===== src/rtl/cp0_exc_ctrl.sv =====
// CP0 exception/interrupt controller: SR, Cause, EPC, Req generation.
// Ports: en/CP0Add/CP0In mtc0; VPC/BDIn/ExcCodeIn/HWInt/EXLClr commit; CP0Out/EPCOut/Req.
module cp0_exc_ctrl #(
  parameter int HW_INT_W = 6
) (
  input  logic                clk,
  input  logic                reset,
  input  logic                en,
  input  logic [4:0]          CP0Add,
  input  logic [31:0]         CP0In,
  input  logic [31:0]         VPC,
  input  logic                BDIn,
  input  logic [4:0]          ExcCodeIn,
  input  logic [HW_INT_W-1:0] HWInt,
  input  logic                EXLClr,
  output logic [31:0]         CP0Out,
  output logic [31:0]         EPCOut,
  output logic                Req
);

  localparam logic [4:0] ADDR_SR    = 5'd12;
  localparam logic [4:0] ADDR_CAUSE = 5'd13;
  localparam logic [4:0] ADDR_EPC   = 5'd14;

  logic [HW_INT_W-1:0] sr_im_q, sr_im_d;
  logic                sr_exl_q, sr_exl_d;
  logic                sr_ie_q, sr_ie_d;
  logic                cause_bd_q, cause_bd_d;
  logic [HW_INT_W-1:0] cause_ip_q, cause_ip_d;
  logic [4:0]          cause_exc_q, cause_exc_d;
  // EPC is word aligned; only bits [31:2] are stored.
  logic [31:2]         epc_q, epc_d;

  logic        int_req;
  logic        exc_req;
  logic [31:0] epc_src;
  logic [31:0] sr_word;
  logic [31:0] cause_word;
  logic        unused_bits;

  assign int_req = (|(HWInt & sr_im_q)) & sr_ie_q & ~sr_exl_q;
  assign exc_req = (ExcCodeIn != 5'd0) & ~sr_exl_q;
  assign Req     = int_req | exc_req;

  // A delay-slot instruction restarts at its branch.
  assign epc_src = BDIn ? (VPC - 32'd4) : VPC;

  assign unused_bits = ^{CP0In, epc_src[1:0]};

  always_comb begin
    sr_im_d     = sr_im_q;
    sr_exl_d    = sr_exl_q;
    sr_ie_d     = sr_ie_q;
    cause_bd_d  = cause_bd_q;
    cause_ip_d  = HWInt;
    cause_exc_d = cause_exc_q;
    epc_d       = epc_q;
    if (Req) begin
      // The trapping instruction does not commit: its mtc0 is dropped.
      sr_exl_d    = 1'b1;
      cause_exc_d = int_req ? 5'd0 : ExcCodeIn;
      cause_bd_d  = BDIn;
      epc_d       = epc_src[31:2];
    end else begin
      if (en && CP0Add == ADDR_SR) begin
        sr_im_d  = CP0In[10 +: HW_INT_W];
        sr_exl_d = CP0In[1];
        sr_ie_d  = CP0In[0];
      end
      if (en && CP0Add == ADDR_EPC) begin
        epc_d = CP0In[31:2];
      end
      if (EXLClr) begin
        sr_exl_d = 1'b0;
      end
    end
  end

  always_ff @(posedge clk) begin
    if (reset) begin
      sr_im_q     <= '0;
      sr_exl_q    <= 1'b0;
      sr_ie_q     <= 1'b0;
      cause_bd_q  <= 1'b0;
      cause_ip_q  <= '0;
      cause_exc_q <= '0;
      epc_q       <= '0;
    end else begin
      sr_im_q     <= sr_im_d;
      sr_exl_q    <= sr_exl_d;
      sr_ie_q     <= sr_ie_d;
      cause_bd_q  <= cause_bd_d;
      cause_ip_q  <= cause_ip_d;
      cause_exc_q <= cause_exc_d;
      epc_q       <= epc_d;
    end
  end

  always_comb begin
    sr_word               = '0;
    sr_word[10 +: HW_INT_W] = sr_im_q;
    sr_word[1]            = sr_exl_q;
    sr_word[0]            = sr_ie_q;
  end

  always_comb begin
    cause_word               = '0;
    cause_word[31]           = cause_bd_q;
    cause_word[10 +: HW_INT_W] = cause_ip_q;
    cause_word[6:2]          = cause_exc_q;
  end

  always_comb begin
    CP0Out = '0;
    case (CP0Add)
      ADDR_SR:    CP0Out = sr_word;
      ADDR_CAUSE: CP0Out = cause_word;
      ADDR_EPC:   CP0Out = {epc_q, 2'b00};
      default:    CP0Out = '0;
    endcase
  end

  assign EPCOut = {epc_q, 2'b00};

endmodule


===== config.mk =====
export PLATFORM = sky130hd
export DESIGN_NAME = cp0_exc_ctrl
export DESIGN_NICKNAME = d
export VERILOG_FILES = /design/src/rtl/cp0_exc_ctrl.sv
export SDC_FILE = /design/constraint.sdc
export NUM_CORES = 1
export LEC_CHECK = 0
export CORE_AREA = 8 8 97 99
export DETAILED_ROUTE_END_ITERATION = 6
export DIE_AREA = 0 0 105 107
export PLACE_DENSITY = 0.79
export SYNTH_ARGS = -nofsm -noshare
export SYNTH_HDL_FRONTEND = slang
export SYNTH_SLANG_ARGS = --single-unit

===== constraint.sdc =====
create_clock -name clk -period 2.8 [get_ports clk]
set_input_delay 0.56 -clock clk [delete_from_list [all_inputs] [get_ports clk]]
set_output_delay 0.56 -clock clk [all_outputs]
set_load 0.05 [all_outputs]

==> results.txt <==
Status: finished clean
Die area: 11240 sq um
Main synth FF type: dfxtp_1
Peak supply drop: 218.1 uV
Worst R2R Path Depth: 6
TritonCTS Sinks: 50
Final HPWL DP: 9008 um
Capture point of the worst reg-to-reg path: epc_q[11]
Clock Tree Buf Depth: 2
Synth top area cells: dfxtp_1, xnor2_1, o21ai_0
Crit path max fanout: 2
CP arrival: 2.15 ns
Crit path cell chain: clkdlybuf4s50_1, or4_4, o31ai_4, inv_2, buf_4
Hold slack final: 0.4838 ns
Vias in the first global route: 3521
Diode count: 0
R2R Path Start: sr_im_q[1]
Setup-failing EPs final: 0
Critical path buffer and inverter count: 3
Largest net degree at the start of global routing: 41
Synthesis warning total: 0
Top-area cell type share of the netlist area: 32.01%
Post-synthesis cell type count: 47
Die height: 107 um
Sequential-to-total area share from yosys stat: 32.01%
Yosys reg bits: 50
Cell count along the critical path: 5
# IOs: 150
Fillcell total: 659
CP max stage cell: or4_4
GRT Util Overall: 19.37%
Mapped Area: 3127 sq um
Area grow syn2layout: 66.51%
Total leakage power: 1.851 nW
Crit path kind: in2out
Largest delay share family, worst path: buffers and inverters
Worst Tran Pin Value: 0.5195 ns
CTS Buf Count: 5
Max Cap Viol: 0
DRT iter0 DRCs: 137
Root Buffer: clkbuf_8
RSZ-0062 raised after global routing: no
Max frequency: 369.2 MHz
Wire length after detailed routing: 11300 um
# DRC: 0
Pwr Density: 363.8 nW/um^2
Synthesized area per cell: 8.038 sq um
Cells after Synth: 389
Final Cycle Share: 96.74%
Slowest stage delay, CP: 0.57 ns
CTS tree: done
Critical path launch point type: input port
Critical Path End Type: output pin
WP data required: 2.24 ns
Critical Path Source: ExcCodeIn[0]
# nets final: 624
GR Overflow Total: 0
Initial Util: 39.44%
Skew final: 0.01443 ns
Worst-Skew Late Latency: 0.31 ns
EDFF count, synth: 0
Vias: 3442
First-pass GRT wire length: 17880 um
Worst min path class: reg2reg
Reg-to-reg slack, setup: 0.76 ns
Core ar.: 7928 sq um
Wire per inst: 17.55 um
Initial antenna violation count: 0
ANT nets after route: 0
Post-CTS setup buffer count: 0
Drt via density: 5.345
Pins Over Slew Limit: 0
Layout cells sized above 1: 19.67%
Area of the multi-input gates: 1974 sq um
Fin. Hold Viols: 0
CTS clk-pin slew, worst paths: 0.10 ns
H-Tree Depth: 2
Cell taking the most area after synthesis: dfxtp_1
Sequential Area: 1001 sq um
GPL Wtd Cong: 0.8166
Util after Layout: 65.67%
Fin crit period: 2.709 ns
FP Rows: 33
Port bufs: 145
Post-synth ARST share: 0%
Critical Path End: Req
Die width: 105 um
First-pass detailed-route iteration total: 5
Rel. slew slack: 65.26%
## cell type report
cell class	instances	area share, %
Timing Repair Buffer	174	38.07
Inverter	6	0.4326
Clock inverter	3	0.5047
Tap cell	105	2.523
Clock buffer	5	1.322
Multi-Input combinational cell	301	37.92
Sequential cell	50	19.23
## sequential cells by signal, summed over array words and instances (netlist names)
register / flops
epc_q: 30
cause_ip_q: 6
sr_im_q: 6
cause_exc_q: 5
cause_bd_q: 1
sr_exl_q: 1
sr_ie_q: 1
## power breakdown
group | leakage [nW] | switching [W] | internal [W]
Sequential | 0.414 | 0.0000378 | 0.000765
Combinational | 1.39 | 0.000353 | 0.000287
Clock | 0.0491 | 0.000267 | 0.000184
Total | 1.85 | 0.000658 | 0.00124
## stage by stage
step | setup WS (ns) | instances | power [W] | area, sq um | setup TNS (ns)
global route | 0.02542 | 644 | 0.001977 | 5206 | 0
CTS | 0.01302 | 644 | 0.001907 | 5202 | 0
detailed placement | -0.02118 | 636 | 0.001458 | 5107 | -0.02118
global placement | 0.03829 | 636 | 0.001443 | 5107 | 0
floorplan | 0.07806 | 390 | 0.001156 | 3131 | 0
finish | 0.09139 | 644 | 0.001894 | 5206 | 0
## routing by layer
layer	track usage, %	wire length, um	up-vias
li1	-	-	1691
met1	21.30	4369	1619
met2	34.39	5941	120
met3	6.179	815	12
met4	6.830	172	0
met5	0	0	-
## timing repair
action                                  4_1_cts  5_1_grt
gates resized for setup                       0        2
endpoints found under the setup margin        0        1
hold buffers                                  0        0
## cells in the final DEF (no fill, tap or decap), types with 18 or more instances in the layout
| master | n |
|---|---|
| dfxtp_1 | 50 |
| nor2_1 | 37 |
| buf_12 | 32 |
| nand2_1 | 38 |
| clkdlybuf4s50_1 | 111 |
| a21oi_1 | 20 |
| and2_1 | 18 |
| buf_4 | 30 |
| o21ai_0 | 31 |
| xnor2_1 | 22 |
## synthesized netlist by cell type (2+ instances only)
| cell type | number |
|---|---|
| dfxtp_1 | 50 |
| nand2_1 | 38 |
| nor2_1 | 38 |
| o21ai_0 | 31 |
| xnor2_1 | 22 |
| clkbuf_1 | 21 |
| a21oi_1 | 20 |
| and2_1 | 18 |
| mux2i_1 | 15 |
| a31o_2 | 14 |
| nor3_1 | 13 |
| a311oi_1 | 10 |
| buf_2 | 8 |
| mux2_2 | 7 |
| nor2b_1 | 7 |
| a211oi_1 | 6 |
| a22o_1 | 6 |
| inv_1 | 6 |
| or3_1 | 6 |
| a22oi_1 | 5 |
| nor3b_1 | 5 |
| nor4_1 | 5 |
| or4_1 | 4 |
| xor2_1 | 4 |
| nor4_2 | 3 |
| nor4b_1 | 3 |
| buf_4 | 2 |
| nand3_1 | 2 |
| nor4bb_1 | 2 |
## worst min-delay path by stage
| stage | end | cells past startpoint | slack, ns | start |
|---|---|---|---|---|
| after floorplan | cause_bd_q | 2 | 0.44 | cause_bd_q |
| after global placement | cause_bd_q | 2 | 0.44 | cause_bd_q |
| after detailed placement | cause_bd_q | 2 | 0.47 | cause_bd_q |
| after CTS | cause_bd_q | 2 | 0.48 | cause_bd_q |
| after global routing | cause_bd_q | 2 | 0.51 | cause_bd_q |
| final | cause_bd_q | 2 | 0.48 | cause_bd_q |
## cells by family after synthesis
family,share of synthesized area (%)
xor+xnor,7.283
fa+ha+maj,0.4001
other cells,0.1199
flops,32.01
compound gates,20.45
simple gates,26.61
buf+inv,5.802
mux,7.323
## worst reg2reg max path, cell delays in order, from the launching register on
cell	delay, ns
dfxtp_1	0.34
a22oi_1	0.26
a31oi_1	0.22
o31ai_4	0.26
buf_4	0.44
nor2_1	0.12
a311oi_1	0.30
No activity file was read; power rests on OpenSTA's default activity.
